`config.mk`:
```
export PLATFORM = sky130hd
export DESIGN_NAME = mux_arbiter
export DESIGN_NICKNAME = d
export VERILOG_FILES = /design/src/rtl/mux_arbiter_pkg.sv /design/src/rtl/mux2_path.sv /design/src/rtl/mux_arbiter.sv
export SDC_FILE = /design/constraint.sdc
export NUM_CORES = 1
export LEC_CHECK = 0
export BUFFER_PORTS_ARGS = -buffer_cell sky130_fd_sc_hd__buf_2
export CORE_AREA = 2 2 39 41
export CTS_BUF_LIST = sky130_fd_sc_hd__clkbuf_8
export DETAILED_ROUTE_END_ITERATION = 7
export DIE_AREA = 0 0 41 43
export GPL_TIMING_DRIVEN = 0
export PLACE_DENSITY = 0.67
export SYNTH_ARGS = -nofsm -noshare
export SYNTH_HDL_FRONTEND = slang
export SYNTH_SLANG_ARGS = --single-unit
```
`constraint.sdc`:
```
create_clock -name Clock -period 5.4 [get_ports Clock]
set_clock_uncertainty 0.15 [all_clocks]
set_input_delay 0.27 -clock Clock [delete_from_list [all_inputs] [get_ports Clock]]
set_output_delay 0.27 -clock Clock [all_outputs]
set_load 0.01 [all_outputs]
```
`src/rtl/mux_arbiter_pkg.sv`:
```
// Shared types and defaults for the two-requester mux arbiter.
// Latency: n/a (types, constants and a pure decode function only).
// Backpressure: n/a.
package mux_arbiter_pkg;

  localparam int MAX_HOLD_DEFAULT = 15;

  typedef enum logic [1:0] {
    IDLE   = 2'd0,
    GRANT0 = 2'd1,
    GRANT1 = 2'd2,
    GAP    = 2'd3
  } state_t;

  // One-hot owner of the shared mux for a given arbiter state.
  function automatic logic [1:0] grant_of(input state_t s);
    logic [1:0] g;
    g = 2'b00;
    case (s)
      GRANT0:  g = 2'b01;
      GRANT1:  g = 2'b10;
      default: g = 2'b00;
    endcase
    return g;
  endfunction

endpackage

```
`src/rtl/mux2_path.sv`:
```
// W-bit 2:1 data mux, forced to zero whenever the output is not valid.
// Latency: combinational from the registered select and the data inputs.
// Backpressure: none; the arbiter decides ownership, this only steers data.
module mux2_path #(
  parameter int W = 1
) (
  input  logic         sel,
  input  logic         valid,
  input  logic [W-1:0] din0,
  input  logic [W-1:0] din1,
  output logic [W-1:0] dout
);

  // Steer the owner's data; idle cycles present all zeros.
  always_comb begin
    dout = '0;
    if (valid) begin
      dout = sel ? din1 : din0;
    end
  end

endmodule

```
`src/rtl/mux_arbiter.sv`:
```
// Round-robin owner arbitration of a shared 2:1 mux with a bounded hold time.
// Latency: grant appears one cycle after req is sampled in IDLE; one GAP cycle after every release.
// Backpressure: an owner held for MAX_HOLD cycles is forced off and blocked until its req drops.
module mux_arbiter
  import mux_arbiter_pkg::*;
#(
  parameter int W        = 1,
  parameter int MAX_HOLD = MAX_HOLD_DEFAULT
) (
  input  logic         Clock,
  input  logic         Reset,
  input  logic [1:0]   req,
  input  logic [W-1:0] din0,
  input  logic [W-1:0] din1,
  output logic [1:0]   grant,
  output logic         sel,
  output logic [W-1:0] dout,
  output logic         dout_valid,
  output logic         timeout
);

  localparam int            CW       = (MAX_HOLD > 1) ? $clog2(MAX_HOLD) : 1;
  localparam logic [CW-1:0] LAST_CNT = CW'(MAX_HOLD - 1);

  state_t        state;
  state_t        state_nxt;
  logic [CW-1:0] cnt;
  logic [CW-1:0] cnt_nxt;
  logic [1:0]    block;
  logic [1:0]    block_nxt;
  logic [1:0]    blk_set;
  logic [1:0]    elig;
  logic          sel_nxt;
  logic          last_grant;
  logic          last_nxt;
  logic          owner;
  logic          pick;

  // Next-state, hold counter and forced-release decisions.
  always_comb begin
    state_nxt = state;
    cnt_nxt   = cnt;
    sel_nxt   = sel;
    last_nxt  = last_grant;
    blk_set   = 2'b00;
    timeout   = 1'b0;
    pick      = 1'b0;
    elig      = req & ~block;
    owner     = (state == GRANT1);

    case (state)
      IDLE: begin
        if (elig != 2'b00) begin
          // On a tie the requester that did not own the mux last time wins.
          pick      = (elig == 2'b11) ? ~last_grant : elig[1];
          state_nxt = pick ? GRANT1 : GRANT0;
          cnt_nxt   = '0;
          sel_nxt   = pick;
          last_nxt  = pick;
        end
      end
      GRANT0, GRANT1: begin
        if (!req[owner]) begin
          // Voluntary release wins even on the final allowed cycle.
          state_nxt = GAP;
          cnt_nxt   = '0;
        end else if (cnt == LAST_CNT) begin
          state_nxt      = GAP;
          cnt_nxt        = '0;
          timeout        = 1'b1;
          blk_set[owner] = 1'b1;
        end else begin
          cnt_nxt = cnt + 1'b1;
        end
      end
      GAP: begin
        state_nxt = IDLE;
      end
      default: begin
        state_nxt = IDLE;
      end
    endcase

    // A dropped request always clears its block; a forced release sets it.
    block_nxt = req & (block | blk_set);
  end

  // State, counter, block flags and the registered select.
  always_ff @(posedge Clock) begin
    if (Reset) begin
      state      <= IDLE;
      cnt        <= '0;
      block      <= 2'b00;
      sel        <= 1'b0;
      last_grant <= 1'b1;
    end else begin
      state      <= state_nxt;
      cnt        <= cnt_nxt;
      block      <= block_nxt;
      sel        <= sel_nxt;
      last_grant <= last_nxt;
    end
  end

  // Ownership outputs decode directly from the registered state.
  always_comb begin
    grant      = grant_of(state);
    dout_valid = |grant;
  end

  mux2_path #(
    .W(W)
  ) u_path (
    .sel   (sel),
    .valid (dout_valid),
    .din0  (din0),
    .din1  (din1),
    .dout  (dout)
  );

endmodule

```
==> results of run 1 <==
logic make-up after synthesis:
group           synth area share
compound gates             0.243
simple gates               0.184
flops                      0.338
buf+inv                   0.0443
fa+ha+maj                  0.127
xor+xnor                  0.0295
mux                       0.0359
state kept, by name, indices dropped and copies added, names as in the netlist:
register and flops:
block 2, cnt 4, state 2, last_grant 1, sel 1
worst paths after layout:
check | end | from | slack [ns]
hold reg to reg | last_grant | last_grant | 0.34
hold / removal | block[1] | req[1] | 0.20
setup reg to reg | cnt[3] | state[1] | 3.50
setup / recovery | timeout | state[0] | 3.39
area by class of cell:
cell class / instances / area share
Inverter: 6 / 0.0314
Multi-Input combinational cell: 46 / 0.510
Clock buffer: 4 / 0.0767
Sequential cell: 10 / 0.279
Tap cell: 16 / 0.0279
Timing Repair Buffer: 10 / 0.0697
Buffer: 1 / 0.00523
power by group:
| part | switching [uW] | internal, uW |
|---|---|---|
| Sequential | 15.9 | 93.1 |
| Combinational | 120 | 82.9 |
| Clock | 30.2 | 64.2 |
| Total | 166 | 240 |
Yosys cell counts:
| cell type | instances |
|---|---|
| nand2b_2 | 1 |
| or3_1 | 1 |
| a21o_1 | 2 |
| a31oi_2 | 1 |
| xnor2_1 | 2 |
| nand3b_2 | 1 |
| a311oi_2 | 1 |
| o21ai_0 | 2 |
| a31o_1 | 1 |
| nor3b_1 | 2 |
| nor2_2 | 1 |
| buf_1 | 1 |
| ha_1 | 6 |
| nor2b_1 | 1 |
| inv_1 | 6 |
| mux2_2 | 1 |
| and3_1 | 2 |
| mux2i_1 | 1 |
| nand2b_4 | 1 |
| a211oi_1 | 1 |
| a31oi_1 | 1 |
| a21oi_2 | 1 |
| a211o_1 | 2 |
| nand3_1 | 2 |
| a21oi_1 | 5 |
| o41ai_1 | 1 |
| nand2_1 | 1 |
| nor2_1 | 4 |
| dfxtp_1 | 10 |
| a311oi_1 | 1 |
metrics by stage:
step                      cell area, sq um  total power (uW)  setup WS, ns  utilization
after floorplan                        593               263          3.63            -
after CTS                              718               409          3.38        0.519
final                                  718               406          3.39        0.519
after global placement                 663               305          3.56        0.479
after detailed placement               663               310          3.53        0.479
after global routing                   718               441          3.31        0.519
per-layer routing:
metal / part of all wire / vias up / track usage
li1: - / 254 / -
met1: 0.44 / 230 / 0.218
met2: 0.51 / 9 / 0.247
met3: 0.031 / 4 / 0.0628
met4: 0.022 / 0 / 0.120
met5: 0 / - / 0
worst max-delay path, stage by stage (launching register included):
cell	delay (ns)
dfxtp_1	0.31
inv_1	0.12
ha_1	0.22
mux2_2	0.36
and3_1	0.21
buf_2	0.14
==> flow_metrics.tcl, run 1 <==
set metrics [dict create \
    status "finished clean" \
    initial_core_util 0.429 \
    via_per_inst 5.34 \
    synth_nets 75 \
    vdd_drop_max_v 0.000242 \
    clock-root-buffer "clkbuf_8" \
    synth_cell_types 30 \
    slew_headroom 0.760 \
    dp_hpwl_um 860 \
    fin_cells 93 \
    tightest_slew_ns 0.360 \
    nets 90 \
    max_freq_mhz 497 \
    cp_max_fo 4 \
    cts_tree "built" \
    ant_nets 0 \
    worstSetupEndpointType "output port" \
    start_kind "flop" \
    ff_latch_area_sq_um 200 \
    critical_path_class "flop to output port" \
    overflow 0 \
    drt_iter0_markers 4 \
    diodes 0 \
    ys_seq_area_frac 0.338 \
    finalSetupViolCount 0 \
    clk_pin_slew_ns 0.05 \
    synth_area_sq_um 593 \
    cts_setup_buffers 0 \
    dp_cells 89 \
    hold_depth 2 \
    syn_area_per_cell_sq_um 9.41 \
    vias 497 \
    fin_hold_ws_ns 0.196 \
    cts_buffers 3 \
    clkSinkCount 10 \
    grt_max_degree 9 \
    multi_input_area_sq_um 367 \
    cap_violations 0 \
    coreArea_sq_um 1380 \
    hold_class "input pin to flop" \
    ctsHoldBuffers 0 \
    io_buffers 10 \
    arrival_ns 1.59 \
    grt_util_all_layers 0.177 \
    dr.pass1.iters 4 \
    post-route-drc-count 0 \
    synthCells 63 \
    synth_seq_cells 10 \
    crit_required_ns 4.98 \
    yosys-top-cells-area "dfxtp_1, ha_1, a21oi_1" \
    wl_per_cell_um 12.9 \
    synth_top_area_frac 0.338 \
    antenna_found_initial 0 \
    grt_pass1_vias 459 \
    yosys.area.top_type "dfxtp_1" \
    reg2reg_depth 6 \
    grt_pass1_wl_um 2020 \
    place.gp.congestion 0.739 \
    cts_buffer_depth 2 \
    cts_resized 0 \
    rsz0062_at_grt "false" \
    drive_gt1_frac 0.286 \
    die_x_um 41 \
    period_share 0.372 \
    fillers 141 \
    syn_to_final_growth_pct 21.1 \
    tns_ns 0 \
    slew_violations 0 \
    ioPinCount 12 \
    power_density_nw_per_um2 565 \
    layout_min_cycle_time_ns 2.01 \
    finalHoldViolations 0 \
    leakage_uw 0.000309 \
    ys_warn_count 0 \
    cts_max_level 1 \
    final_cell_mix "dfxtp_1, buf_2, inv_1, ha_1, a21oi_1" \
    clock_latency_ns 0.24 \
    fp.dieH_um 43 \
    routed_wl_um 1200 \
    die_area_sq_um 1760 \
    rows 14 \
]
(Power assumes the default switching activity.)
==> inputs of run 2 (changes only) <==
--- a/config.mk
+++ b/config.mk
@@ -11,7 +11,7 @@
 export DETAILED_ROUTE_END_ITERATION = 7
 export DIE_AREA = 0 0 41 43
 export GPL_TIMING_DRIVEN = 0
-export PLACE_DENSITY = 0.67
+export PLACE_DENSITY = 0.69
 export SYNTH_ARGS = -nofsm -noshare
 export SYNTH_HDL_FRONTEND = slang
 export SYNTH_SLANG_ARGS = --single-unit
==> constraint.sdc (replaced) <==
create_clock -name Clock -period 1.75 [get_ports Clock]
set_clock_uncertainty 0.15 [all_clocks]
set_input_delay 0.0875 -clock Clock [delete_from_list [all_inputs] [get_ports Clock]]
set_output_delay 0.0875 -clock Clock [all_outputs]
set_load 0.01 [all_outputs]
==> run 2 against run 1 <==
Count of clock-buffer cells in the layout did not move; final area grew 14%; first-iteration DRC count up 130%; critical path type is now flop to flop; hold slack worse by 0.19 ns; combinational power rose to 4.3 times the previous value.
==> flow_metrics.tcl, run 2 (synthesis results as in run 1) <==
set metrics [dict create \
    status "finished clean" \
    p_sw_frac 0.388 \
    path_cells "inv_2 > ha_4 > nor2_2 > a31o_1 > or3_4 > a21oi_2" \
    wl_per_cell_um 12.5 \
    period_share 0.972 \
    clock-root-buffer "clkbuf_8" \
    die_area_sq_um 1760 \
    p_int_uw 927 \
    grt_util_all_layers 0.170 \
    diodes 0 \
    slowest_delay_ns 0.37 \
    pre_cts_ws_ns -0.0805 \
    switchingPower_uw 589 \
    slowest_stage "dfxtp_4" \
    crit_family "simple AND/OR/NAND/NOR gates" \
    routed_wl_um 1240 \
    initial_core_util 0.429 \
    max_freq_mhz 588 \
    cts_max_level 1 \
    antenna_found_initial 0 \
    finalSetupViolCount 0 \
    start_kind "flop" \
    tns_ns 0 \
    combPwrFrac 0.570 \
    worstSetupEndpointType "flop" \
    grt_pass1_vias 473 \
    overflow 0 \
    r2r_setup_slack_ns 0.05 \
    clkSinkCount 10 \
    cap_violations 0 \
    crit_required_ns 1.78 \
    cts_buffers 3 \
    dr.pass1.iters 4 \
    clk_pin_slew_ns 0.05 \
    largest_register_ffs 4 \
    io_buffers 10 \
    tightest_slew_ns 0.361 \
    r2r-end "cnt[3]" \
    final_cell_mix "buf_2, dfxtp_1, buf_4" \
    hold_depth 2 \
    grt_pass1_wl_um 1940 \
    hold_path.startpoint "req[1]" \
    ctsHoldBuffers 0 \
    final_common_cell "buf_2" \
    critical_path_class "flop to flop" \
    finalHoldViolations 0 \
    clkPwrFrac 0.195 \
    rows 14 \
    layout_setup_ws_ns 0.0495 \
    ioPinCount 12 \
    syn_to_final_growth_pct 37.8 \
    drt_iter0_markers 9 \
    arrival_ns 1.73 \
    grt_max_degree 9 \
    fp.dieH_um 43 \
    slew_violations 0 \
    leakage_uw 0.000355 \
    reg2reg_depth 6 \
    die_x_um 41 \
    nets 96 \
    dp_hpwl_um 790 \
    vdd_drop_max_v 0.000857 \
    hold_class "input pin to flop" \
    coreArea_sq_um 1380 \
    slew_headroom 0.759 \
    cts_tree "built" \
    power_density_nw_per_um2 1860 \
    min_to "block[1]" \
    post-route-drc-count 0 \
    cts_buffer_depth 2 \
    top_regs "cnt (4), block (2), state (2)" \
    top_register "cnt" \
    drive_gt1_frac 0.446 \
    vias 515 \
    layout_min_cycle_time_ns 1.70 \
    pwr-share-seq 0.236 \
    ant_nets 0 \
    cp_num_buf_inv 1 \
    clock_latency_ns 0.24 \
    place.gp.congestion 0.735 \
    cp_max_fo 5 \
    timing.rr.start "state[1]" \
    via_per_inst 5.20 \
]
## run 2: cell count changes in the layout (fill, tap and decap cells not counted), sizes merged
cell,delta
buf,+6
## run 2: worst max path at each step
stage,from,to,depth (start not counted)
floorplan,state[1],cnt[3],6
global placement,state[1],cnt[3],6
detailed placement,state[1],cnt[3],6
CTS,state[1],cnt[3],6
global route,state[1],cnt[1],6
finish,state[1],cnt[3],6
## run 2: cell type report
class / instances / area [sq um]
multi-input combinational: 46 / 414
timing repair buffer: 16 / 95.1
tap: 16 / 20.0
fill: 127 / 567
inverter: 6 / 22.5
sequential: 10 / 206
buffer: 1 / 3.75
clock buffer: 4 / 55.1
## run 2: layer usage
metal  vias up  global-route usage  wire length [um]
met5         -                   0                 0
met4         0               0.120                39
met3         5              0.0628                74
met2        18               0.244               594
met1       227               0.199               534
li1        265                   -                 -
## run 2: through the flow
stage	instance area, sq um	utilization	instances	power (uW)	hold slack (ns)
floorplan	596	-	63	823	0.104
global placement	666	0.481	89	957	0.252
detailed placement	666	0.481	89	963	0.258
CTS	773	0.559	96	1390	0.00491
global route	817	0.590	99	1640	0.0102
finish	817	0.590	99	1520	0.00608
## run 2: power by group through the flow
stage / Combinational (uW) / Clock [uW] / Sequential (uW)
after floorplan: 490 / 0 / 334
after global placement: 618 / 0 / 339
after detailed placement: 621 / 0 / 342
after CTS: 739 / 302 / 349
after global routing: 964 / 312 / 364
final: 863 / 295 / 357
## run 2: worst reg2reg max path, delay by kind of cell, from the launching register on
family	cells	cell delay, ns
AND/OR/NAND/NOR	2	0.42
flip-flops	1	0.37
AO/OA/AOI/OAI	2	0.32
adder cells (fa/ha/maj)	1	0.30
buffers and inverters	1	0.06
## run 2: repair_timing
| action | 4_1_cts | 5_1_grt |
|---|---|---|
| endpoints found under the setup margin | 5 | 7 |
| pin swaps | 1 | 1 |
| buffers inserted | 3 | 3 |
| hold endpoints to repair | 0 | 0 |
| gates resized for setup | 7 | 6 |
